$ cat src/rtl/uart_tx_fifo_pkg.sv
// Shared definitions for the UART memory-mapped IO block and its byte FIFOs.
// Holds the IO address map and the status word bit layout read at UART_CTRL.
package uart_tx_fifo_pkg;

  localparam int DW = 8;

  localparam logic [31:0] UART_CTRL = 32'h8000_0000;
  localparam logic [31:0] UART_RX   = 32'h8000_0004;
  localparam logic [31:0] UART_TX   = 32'h8000_0008;

  // Status word at UART_CTRL
  localparam int STAT_TX_READY     = 0;
  localparam int STAT_RX_VALID     = 1;
  localparam int STAT_TX_OVERFLOW  = 2;
  localparam int STAT_TX_COUNT_LSB = 4;
  localparam int STAT_TX_COUNT_MSB = 11;

endpackage

$ cat src/rtl/uart_tx_fifo.sv
// Byte FIFO with valid/ready on both sides, occupancy count and sticky overflow.
// Data-agnostic so the same block can later buffer the RX direction.
module uart_tx_fifo
  import uart_tx_fifo_pkg::*;
#(
  parameter int DEPTH = 16,
  localparam int AW = $clog2(DEPTH)
) (
  input  logic          clk,
  input  logic          rst,
  input  logic          clr,
  input  logic [DW-1:0] in_data,
  input  logic          in_valid,
  output logic          in_ready,
  output logic [DW-1:0] out_data,
  output logic          out_valid,
  input  logic          out_ready,
  output logic [AW:0]   count,
  output logic          overflow
);

  localparam logic [AW:0] PTR_ONE = {{AW{1'b0}}, 1'b1};

  logic [DW-1:0] mem [DEPTH];
  logic [AW:0]   wr_ptr;
  logic [AW:0]   rd_ptr;
  logic          empty;
  logic          full;
  logic          push;
  logic          pop;
  logic          drop;

  // Pointers carry one extra wrap bit so full and empty are distinguishable.
  assign empty = (wr_ptr == rd_ptr);
  assign full  = (wr_ptr[AW-1:0] == rd_ptr[AW-1:0]) && (wr_ptr[AW] != rd_ptr[AW]);

  assign in_ready  = !full;
  assign out_valid = !empty;
  assign out_data  = mem[rd_ptr[AW-1:0]];
  assign count     = wr_ptr - rd_ptr;

  assign push = in_valid && !full && !clr;
  assign pop  = !empty && out_ready && !clr;
  assign drop = in_valid && full && !clr;

  always_ff @(posedge clk or negedge rst) begin
    if (!rst) begin
      wr_ptr   <= '0;
      rd_ptr   <= '0;
      overflow <= 1'b0;
    end else if (clr) begin
      wr_ptr   <= '0;
      rd_ptr   <= '0;
      overflow <= 1'b0;
    end else begin
      if (push) wr_ptr <= wr_ptr + PTR_ONE;
      if (pop)  rd_ptr <= rd_ptr + PTR_ONE;
      if (drop) overflow <= 1'b1;
    end
  end

  // Storage is intentionally not reset; out_data is only meaningful with out_valid.
  always_ff @(posedge clk) begin
    if (push) mem[wr_ptr[AW-1:0]] <= in_data;
  end

endmodule

$ cat config.mk
export PLATFORM = sky130hd
export DESIGN_NAME = uart_tx_fifo
export DESIGN_NICKNAME = d
export VERILOG_FILES = /design/src/rtl/uart_tx_fifo_pkg.sv /design/src/rtl/uart_tx_fifo.sv
export SDC_FILE = /design/constraint.sdc
export NUM_CORES = 1
export LEC_CHECK = 0
export BUFFER_PORTS_ARGS = -buffer_cell sky130_fd_sc_hd__buf_2
export CORE_MARGIN = 2
export CORE_UTILIZATION = 40
export CTS_CLUSTER_DIAMETER = 50
export DETAILED_ROUTE_END_ITERATION = 10
export GPL_TIMING_DRIVEN = 0
export PLACE_DENSITY = 0.61
export RECOVER_POWER = 50
export SYNTH_ARGS = -nofsm -noshare
export SYNTH_HDL_FRONTEND = slang
export SYNTH_SLANG_ARGS = --single-unit
$ cat constraint.sdc
create_clock -name clk -period 4.7 [get_ports clk]
set_clock_uncertainty 0.05 [all_clocks]
set_input_delay 0.94 -clock clk [delete_from_list [all_inputs] [get_ports clk]]
set_output_delay 0.94 -clock clk [all_outputs]
set_load 0.02 [all_outputs]
; ---- After elaboration in Yosys (flattened, before gate mapping)
; Memories as Yosys holds them, arrays and structs flattened.
; Index checks and enable logic that the tools add are counted.
[totals]
register_bits = 11
ramBits = 128
inputBits = 13
output_inout_bits = 16
wordCells = 31
mem_count = 1
[classes]
addsub = 3
eq_ne = 3
mux = 8
reduce_logical = 13
[mem_list]
columns = memory, depth, word_bits, read_ports, rd_clocked_by_memory_dff, wr, line
row1 = mem, 16, 8, 1, 0, 1, uart_tx_fifo.sv:24  ; logic [DW-1:0] mem [DEPTH];
[ops]
columns = op, count
row1 = 5-bit 2-to-1 mux, 4
row2 = 5-bit by 1-bit adder with 5-bit output (second input constant), 2
row3 = 1-bit logical AND, 7
row4 = 2-bit nonzero test, 3
row5 = 5-bit equality test, 1
row6 = 5-bit subtractor, 1
row7 = 4-bit equality test, 1
row8 = 1-bit 2-to-1 mux, 4
row9 = 1-bit zero test, 3
row10 = 1-bit != test, 1

; ---- Logic depth before layout (Yosys ltp)
; Gate-level depths: netlist of run 1.
[logic_depth]
ltp_word = 7
mapped_depth = 9
ltp_nobuf = 7

; ---- Worst setup path before layout of run 1
; Ideal clock, no wire load.
[synth_timing]
path_type = register to register
startpoint = register rd_ptr[1]
endpoint = memory mem[0][0], enable pin
setup_time_ps = 383
t_arrival_ps = 2785
required_time_ps = 4267
slack_ps = 1481
stages_incl_launch_ff = 10
path_buffers = 3
synth_period_minus_slack_ps = 3219
cell_sequence = dfrtp_1 -> buf_2 -> buf_1 -> inv_1 -> ha_1 -> and4_1 -> clkbuf_1 -> a211oi_2 -> nand2_1 -> nor3_1
[synth_via]
elab_chain_cells = 7
[synth_lines]
columns = item, line
row1 = "start, declared", uart_tx_fifo.sv:26  ; logic [AW:0] rd_ptr;
row2 = "start signal, assigned", uart_tx_fifo.sv:57  ; if (pop) rd_ptr <= rd_ptr + PTR_ONE;
row3 = 4-bit equality test, uart_tx_fifo.sv:35  ; assign full = (wr_ptr[AW-1:0] == rd_ptr[AW-1:0]) && (wr_ptr[AW] != rd_ptr[AW]);
row4 = 1-bit logical AND, uart_tx_fifo.sv:35
row5 = 1-bit zero test, uart_tx_fifo.sv:42  ; assign push = in_valid && !full && !clr;
row6 = 1-bit logical AND (2 in series), uart_tx_fifo.sv:42
row7 = 1-bit 2-to-1 mux, uart_tx_fifo.sv:64  ; if (push) mem[wr_ptr[AW-1:0]] <= in_data;
row8 = 1-bit 2-to-1 mux (implied by the code), uart_tx_fifo.sv:64
row9 = "end, declared", uart_tx_fifo.sv:24
; Every way passes these cells.

; ---- Worst setup path in the final report of run 1
[layout_timing]
startpoint = register rd_ptr[1]
endpoint = memory mem[2][0], enable pin
; Same word-level chain as after synthesis.

==> impl_metrics.yaml, run 1 <==
worst_setup_path:
  worst_path_max_delay_cell: "nor3_1"
  rrSetupSlack_ns: 0.63
  crit_type: "register to register"
  r2r_cells: 9
  critical-path-top-delay-family: "simple AND/OR/NAND/NOR gates"
  cp_common_cell: "clkbuf_1"
  cp.depth: 9
  slowest_delay_ns: 0.96
  r2r-start: "rd_ptr[1]"
  reg2reg_to: "mem[2][0]"
  cp-end-kind: "register"
  path_cells: "buf_2 > clkbuf_1 > inv_1 > ha_1 > and4_1 > clkbuf_1 > a211oi_2 > nand2_1 > nor3_1"
  path_buf_inv: 4
  arrival_ns: 4.04
  startpoint_type: "register"
  crit_required_ns: 4.68
  crit_fanout: 10
drt:
  vias: 2967
  routedWlPerCell_um: 20.5
  first_pass_iters: 5
  vias_per_cell: 5.31
  drt_iter0_markers: 246
  drcViolationCount: 0
  ant_nets: 0
  wirelength_mm: 11.5
floorplan:
  num_rows: 43
  die_w_um: 124
  pin_count: 29
  core_sq_um: 13900
  die_h_um: 124
  dieArea_sq_um: 15300
  initial_utilization_pct: 41.1
pwr:
  total_power_mw: 3.12
  pwr-share-seq_pct: 43.9
  pwr-share-comb_pct: 13.8
  intPower_mw: 2.30
  p_leak_nw: 2.17
  p_switching_mw: 0.820
  power_switching_share_pct: 26.2
  clockPowerShare_pct: 42.2
  peakVddDrop_uv: 222
  power.density_nw_per_um2: 468
grt:
  grt_max_degree: 17
  grt_pass1_vias: 2928
  antenna_found_initial: 0
  grt_pass1_wl_mm: 17.1
  grt.total_usage_pct: 16.2
  grt-ovfl-total: 0
synth:
  synth.distinct_cells: 35
  syn_area_per_cell_sq_um: 18.0
  synth_nets: 342
  yosysSeqAreaShare_pct: 71.9
  synth_edf_count: 128
  ys_async_sr_fraction_pct: 7.91
  synth_area_sq_um: 5730
  syn_inst: 319
  yosysWarnings: 0
  synth_flop_cell: "edfxtp_1"
  synth_seq_cells: 139
final_layout:
  syn2layout_area_growth_pct: 16.5
  nFillCells: 1159
  mostFrequentLayoutCell: "edfxtp_1"
  nets: 389
  drive_gt1_share_pct: 21.9
  num_antenna_cells: 0
  mostFrequentLayoutCells: "128 x edfxtp_1, 26 x mux2i_1, 24 x mux4_2"
clocking:
  cts_htree_levels: 4
  clk_latency_ns: 0.41
  cts-root-buf: "clkbuf_16"
  cts_resized: 0
  clock_sinks: 139
  cts.clk_slew.worst_paths_ns: 0.06
  cts_tree: "done"
  cts-buffers-inserted: 17
  clockBufferDepth: 2
  ctsHoldBuffers: 0
  post_cts_buffers: 0
worst_hold_path:
  hold_path.class: "register to register"
  min_delay_path_depth: 2
  min_to: "overflow"
  hold_path_startpoint: "overflow"
place:
  place_ws_ns: 0.504
  post-dp-hpwl_mm: 7.55
  io_buffers: 28
  gp_congestion: 0.754
sta:
  min_period_ns: 4.07
  hold_violations: 0
  setup_viol: 0
  finalCritPeriodShare_pct: 86.5
  worst_slack_ns: 0.633
  tns_ns: 0
  worstMarginPinSlew_ns: 1.23
  slew_violations: 0
  grt_setup_unrepaired: "false"
  fmax_mhz: 246
  slew_headroom_pct: 17.5
run:
  maxCapViolCount: 0
outcome:
  status: "complete, no violations"
worst max-delay path by stage:
stage,from,to
after detailed placement,rd_ptr[1],mem[1][1]
after global routing,rd_ptr[1],mem[2][6]
after CTS,rd_ptr[1],mem[1][6]
after floorplan,rd_ptr[1],mem[0][0]
after global placement,rd_ptr[1],mem[2][1]
final,rd_ptr[1],mem[2][0]
synthesized netlist by cell type, types with 4 or more instances:
master | number | area [sq um]
edfxtp_1 | 128 | 3840
mux2i_1 | 26 | 260
mux4_2 | 24 | 541
nor2_1 | 22 | 82.6
o21ai_0 | 18 | 90.1
dfrtp_1 | 11 | 275
ha_1 | 9 | 113
a221oi_1 | 8 | 70.1
inv_1 | 8 | 30.0
nand2_1 | 8 | 30.0
xnor2_1 | 8 | 70.1
clkbuf_1 | 6 | 22.5
a21oi_1 | 5 | 25.0
buf_2 | 4 | 20.0
nor3_1 | 4 | 20.0
power by group through the flow:
stage / clock network [mW] / registers (mW) / logic (mW)
after floorplan: 0 / 1.40 / 0.311
after CTS: 1.34 / 1.37 / 0.443
after global placement: 0 / 1.40 / 0.438
after global routing: 1.39 / 1.37 / 0.469
after detailed placement: 0 / 1.40 / 0.443
final: 1.32 / 1.37 / 0.432
worst min-delay path, stage by stage, from the launching register on:
cell	delay [ns]
dfrtp_1	0.34
a31oi_1	0.04
nor2_1	0.08
metrics by stage:
stage / util [%] / instances / hold slack (ns) / instance area, sq um
finish: 47.9 / 559 / 0.445 / 6670
global route: 47.9 / 559 / 0.495 / 6670
CTS: 48.0 / 559 / 0.340 / 6690
detailed placement: 43.7 / 527 / 0.433 / 6090
global placement: 43.7 / 527 / 0.425 / 6090
floorplan: - / 319 / 0.472 / 5730
sequential cells by signal, summed over array words and instances (netlist names):
signal / count
mem: 128
overflow: 1
rd_ptr: 5
wr_ptr: 5
kinds of logic (layout without fill, tap and decap cells):
group / Yosys count / in the layout / synth area share [%]
AND/OR/NAND/NOR: 44 / 44 / 3.43
adder cells (fa/ha/maj): 10 / 10 / 2.32
AO/OA/AOI/OAI: 39 / 39 / 4.37
flip-flops: 139 / 139 / 71.9
XOR/XNOR: 12 / 12 / 1.97
multiplexers: 50 / 50 / 14.0
buffers and inverters: 25 / 85 / 2.01
final cells by class:
cell class,count,area (sq um),area share [%]
sequential,139,4120,61.7
buffer,17,85.1,1.28
tap,180,225,3.38
inverter,8,30.0,0.450
clock buffer,17,425,6.38
clock inverter,15,171,2.57
multi-input combinational,155,1490,22.3
timing repair buffer,28,126,1.89
metal layers:
layer | vias up | global-route usage, % | wire (um)
li1 | 1354 | - | -
met1 | 1541 | 22.5 | 5060
met2 | 63 | 25.1 | 5730
met3 | 9 | 3.43 | 507
met4 | 0 | 6.53 | 154
met5 | - | 0 | 0
Power figures use the tool's default switching activity.
==> inputs of run 2 (changes only) <==
--- a/config.mk
+++ b/config.mk
@@ -12,7 +12,7 @@
 export DETAILED_ROUTE_END_ITERATION = 10
 export GPL_TIMING_DRIVEN = 0
 export PLACE_DENSITY = 0.61
-export RECOVER_POWER = 50
+export RECOVER_POWER = 100
 export SYNTH_ARGS = -nofsm -noshare
 export SYNTH_HDL_FRONTEND = slang
 export SYNTH_SLANG_ARGS = --single-unit
==> constraint.sdc (replaced) <==
create_clock -name clk -period 4.4 [get_ports clk]
set_clock_uncertainty 0.05 [all_clocks]
set_input_delay 0.88 -clock clk [delete_from_list [all_inputs] [get_ports clk]]
set_output_delay 0.88 -clock clk [all_outputs]
set_load 0.02 [all_outputs]
==> run 2 against run 1 <==
Compared with the run above:
- non-clock buffer count unchanged
- flip-flop and latch count unchanged
- hold slack got worse by 0.044 ns
- global-route usage unchanged
- clock power is 7% higher
- register-to-register slack got worse by 0.04 ns
- clock-buffer cell count unchanged
==> impl_metrics.yaml, run 2 (synthesized netlist as in run 1, its figures left out) <==
drt:
  vias: 2951
  routedWlPerCell_um: 20.4
  ant_nets: 0
  vias_per_cell: 5.28
  drt_iter0_markers: 305
  drcViolationCount: 0
  first_pass_iters: 4
  wirelength_mm: 11.4
grt:
  antenna_found_initial: 0
  grt.total_usage_pct: 16.2
  grt_pass1_wl_mm: 17.1
  grt_pass1_vias: 2928
  grt_max_degree: 17
  grt-ovfl-total: 0
clocking:
  cts_htree_levels: 4
  clock_sinks: 139
  cts-root-buf: "clkbuf_16"
  clockBufferDepth: 2
  cts_tree: "done"
  cts-buffers-inserted: 17
  ctsHoldBuffers: 0
  clk_latency_ns: 0.40
  cts.clk_slew.worst_paths_ns: 0.06
  post_cts_buffers: 0
worst_setup_path:
  arrival_ns: 3.02
  crit_required_ns: 3.47
  cp-end-kind: "output port"
  startpoint_type: "register"
  critical-path-top-delay-family: "buffers and inverters"
  slowest_delay_ns: 0.72
  crit_type: "register to output port"
  path_buf_inv: 3
  worst_path_max_delay_cell: "clkbuf_1"
  path_cells: "buf_4 > clkbuf_1 > mux4_2 > o21ai_0 > o21ai_0 > clkbuf_1"
  crit_fanout: 10
final_layout:
  mostFrequentLayoutCells: "128 x edfxtp_1, 31 x clkbuf_1, 26 x mux2i_1"
  nFillCells: 1160
  syn2layout_area_growth_pct: 16.6
  final_cells: 559
  largest_reg_flops: 128
  num_antenna_cells: 0
  mostFrequentLayoutCell: "edfxtp_1"
  nets: 389
  multi_input_area_sq_um: 1510
  ff_latch_area_sq_um: 4120
  drive_gt1_share_pct: 19.5
floorplan:
  pin_count: 29
  initial_utilization_pct: 41.1
  dieArea_sq_um: 15300
  die_w_um: 124
  num_rows: 43
  core_sq_um: 13900
  die_h_um: 124
place:
  io_buffers: 28
  post-dp-hpwl_mm: 7.55
  gp_congestion: 0.754
  dp.cells: 527
sta:
  tns_ns: 0
  slew_violations: 0
  slew_headroom_pct: 37.9
  finalCritPeriodShare_pct: 89.9
  min_period_ns: 3.95
  fmax_mhz: 253
  hold_violations: 0
  grt_setup_unrepaired: "false"
  worstMarginPinSlew_ns: 0.932
  setup_viol: 0
outcome:
  status: "complete, no violations"
pwr:
  p_leak_nw: 2.15
  power_switching_share_pct: 26.3
  peakVddDrop_uv: 233
  pwr-share-seq_pct: 44.1
  intPower_mw: 2.45
  clockPowerShare_pct: 42.3
  pwr-share-comb_pct: 13.6
  power.density_nw_per_um2: 498
  p_switching_mw: 0.874
  total_power_mw: 3.33
worst_hold_path:
  hold_path.class: "input port to asynchronous set/reset pin"
run:
  maxCapViolCount: 0
-- run 2: final timing paths --
kind,from,endpoint,slack [ns],depth (start not counted)
max,rd_ptr[0],out_data[0],0.45,6
max in group asynchronous,rst,wr_ptr[0],3.51,1
min reg2reg,overflow,overflow,0.44,2
max reg2reg,rd_ptr[1],mem[14][3],0.59,9
min in group clk,overflow,overflow,0.44,2
min,rst,rd_ptr[1],0.40,1
-- run 2: timing repair --
item                                    4_1_cts  5_1_grt
endpoints found under the setup margin        0       32
gates resized for setup                       0        4
hold endpoints to repair                      0        0
-- run 2: layer usage --
| layer | wire (um) | track usage [%] | vias to the layer above |
|---|---|---|---|
| met5 | 0 | 0 | - |
| met4 | 163 | 6.53 | 0 |
| met3 | 592 | 3.43 | 11 |
| met2 | 5690 | 25.1 | 67 |
| met1 | 4940 | 22.5 | 1521 |
| li1 | - | - | 1352 |
-- run 2: worst reg2reg max path: cells and delay by family (launching register included) --
kind,cells,cell delay (ns)
and+or+nand+nor,3,1.07
DFF,1,0.37
adders and majority gates,1,0.35
AOI/OAI and AO/OA,1,0.36
buffers and inverters,4,1.23
-- run 2: cell type report --
class                      instances  share of cell area, %
clock buffer                      17                   6.37
clock inverter                    15                   2.57
multi-input combinational        155                   22.6
timing repair buffer              28                   1.67
sequential                       139                   61.7
tap                              180                   3.37
buffer                            17                   1.26
inverter                           8                  0.450
-- run 2: power by group through the flow --
stage,registers [mW],clock network [mW],logic (mW)
global route,1.47,1.49,0.493
global placement,1.49,0,0.468
detailed placement,1.49,0,0.473
floorplan,1.49,0,0.332
CTS,1.47,1.43,0.474
finish,1.47,1.41,0.452
-- run 2: through the flow --
step	setup slack [ns]	instance area, sq um	util, %	hold WS [ns]
after floorplan	1.18	5730	-	0.472
after global placement	0.213	6090	43.7	0.425
after detailed placement	0.204	6090	43.7	0.433
after CTS	0.174	6690	48.0	0.280
after global routing	0.213	6680	47.9	0.446
final	0.446	6680	47.9	0.401
==> inputs of run 3 (changes only) <==
--- a/config.mk
+++ b/config.mk
@@ -16,3 +16,4 @@
 export SYNTH_ARGS = -nofsm -noshare
 export SYNTH_HDL_FRONTEND = slang
 export SYNTH_SLANG_ARGS = --single-unit
+export TNS_END_PERCENT = 30
==> constraint.sdc (replaced) <==
create_clock -name clk -period 4.4 [get_ports clk]
set_clock_uncertainty 0.05 [all_clocks]
set_input_delay 0.22 -clock clk [delete_from_list [all_inputs] [get_ports clk]]
set_output_delay 0.22 -clock clk [all_outputs]
set_load 0.02 [all_outputs]
==> run 3 against run 2 <==
Compared with the run above:
- core utilization grew 0.12 points
- maximum frequency rose by 2.5%
- highest routed layer unchanged
- global-route usage up 0.070 points
- wire length up 0.93%
- flip-flop and latch count unchanged
- clock power barely moved
- non-clock buffer count is 2 higher
- total power hardly changed
- register-to-register slack lost 0.05 ns
- sequential share of layout area shrank 0.15 points
- die area unchanged
- worst setup slack improved by 0.097 ns
==> impl_metrics.yaml, run 3 (synthesized netlist as in run 1, its figures left out) <==
sta:
  setup_viol: 0
  slew_violations: 0
  tns_ns: 0
  slew_headroom_pct: 37.0
  worstMarginPinSlew_ns: 0.945
  finalCritPeriodShare_pct: 87.6
  fmax_mhz: 259
  grt_setup_unrepaired: "false"
  hold_violations: 0
  min_period_ns: 3.86
  holdWs_ns: 0.0786
pwr:
  power_switching_share_pct: 26.3
  peakVddDrop_uv: 234
  p_switching_mw: 0.875
  intPower_mw: 2.45
  pwr-share-seq_pct: 44.1
  clockPowerShare_pct: 42.3
  total_power_mw: 3.33
  power.density_nw_per_um2: 497
  p_leak_nw: 2.15
  pwr-share-comb_pct: 13.6
worst_setup_path:
  crit_type: "register to register"
  arrival_ns: 3.84
  startpoint_type: "register"
  crit_fanout: 10
  crit_required_ns: 4.38
  cp-end-kind: "register"
outcome:
  status: "complete, no violations"
floorplan:
  num_rows: 43
  die_w_um: 124
  pin_count: 29
  initial_utilization_pct: 41.1
  die_h_um: 124
  core_sq_um: 13900
  dieArea_sq_um: 15300
clocking:
  clock_sinks: 139
  cts_htree_levels: 4
  clk_latency_ns: 0.41
  clockBufferDepth: 2
  cts_tree: "done"
  post_cts_buffers: 0
  cts-buffers-inserted: 17
  cts-root-buf: "clkbuf_16"
  cts.clk_slew.worst_paths_ns: 0.06
grt:
  grt-ovfl-total: 0
  grt_max_degree: 17
  grt_pass1_wl_mm: 17.2
  antenna_found_initial: 0
  grt_pass1_vias: 2938
  grt.total_usage_pct: 16.3
place:
  io_buffers: 28
  gp_congestion: 0.754
  dp.cells: 527
  post-dp-hpwl_mm: 7.55
drt:
  first_pass_iters: 4
  routedWlPerCell_um: 20.5
  wirelength_mm: 11.5
  vias_per_cell: 5.29
  drt_iter0_markers: 285
  vias: 2968
  ant_nets: 0
  drcViolationCount: 0
final_layout:
  final_cells: 561
  nFillCells: 1159
  fin_util_pct: 48.0
  ff_latch_area_sq_um: 4120
  num_antenna_cells: 0
  multi_input_area_sq_um: 1510
  syn2layout_area_growth_pct: 16.8
  nets: 391
  mostFrequentLayoutCell: "edfxtp_1"
  largest_reg_flops: 128
  drive_gt1_share_pct: 19.2
  mostFrequentLayoutCells: "128 x edfxtp_1, 32 x clkbuf_1, 26 x mux2i_1"
worst_hold_path:
  hold_path.class: "input port to register"
run:
  maxCapViolCount: 0
-- run 3: changes by cell type in the layout (fill, tap and decap cells not counted) --
cell,change
buf_4,-1
clkbuf_1,+1
dlygate4sd3_1,+2
-- run 3: power groups by stage --
stage,Clock [mW],Sequential [mW],Combinational [mW]
final,1.41,1.47,0.453
after global routing,1.49,1.47,0.493
after floorplan,0,1.49,0.332
after CTS,1.43,1.47,0.475
after detailed placement,0,1.49,0.473
after global placement,0,1.49,0.468
-- run 3: timing repair --
| action | 4_1_cts | 5_1_grt |
|---|---|---|
| hold buffers | 2 | 0 |
| hold endpoints to repair | 12 | 0 |
| setup endpoints to repair | 0 | 32 |
| gates resized for setup | 0 | 4 |
-- run 3: worst paths after layout --
check	slack [ns]	cells past startpoint	from	to
worst max-delay path	0.54	9	rd_ptr[1]	mem[5][0]
worst min-delay path	0.08	3	in_valid	overflow
worst max register to register	0.54	9	rd_ptr[1]	mem[5][0]
worst min register to register	0.44	2	overflow	overflow
max in group asynchronous	3.64	2	rst	wr_ptr[2]
min in group asynchronous	0.28	2	rst	overflow
-- run 3: layout make-up --
type,count,area share (%)
buffer,17,1.20
sequential,139,61.6
timing repair buffer,30,1.96
clock buffer,17,6.36
clock inverter,15,2.56
inverter,8,0.449
multi-input combinational,155,22.6
tap,180,3.37
-- run 3: layer usage --
metal	vias to the layer above	global-route usage [%]	part of all wire, %
met1	1538	22.5	44
li1	1358	-	-
met3	11	3.43	4.2
met4	0	6.53	1.8
met2	61	25.3	50
met5	-	0	0
-- run 3: metrics by stage --
stage                     area, sq um  setup WS, ns
after global placement           6090         0.213
after floorplan                  5730          1.18
final                            6690         0.543
after detailed placement         6090         0.204
after CTS                        6710         0.174
after global routing             6690         0.293
-- run 3: worst max-delay path: stages, from the launching register on --
cell and delay [ns]:
dfrtp_1 0.37, buf_2 0.27, clkbuf_1 0.65, inv_1 0.18, ha_1 0.35, and4_1 0.16, clkbuf_1 0.18, a211oi_2 0.35
nand2_1 0.21, nor2_1 0.71
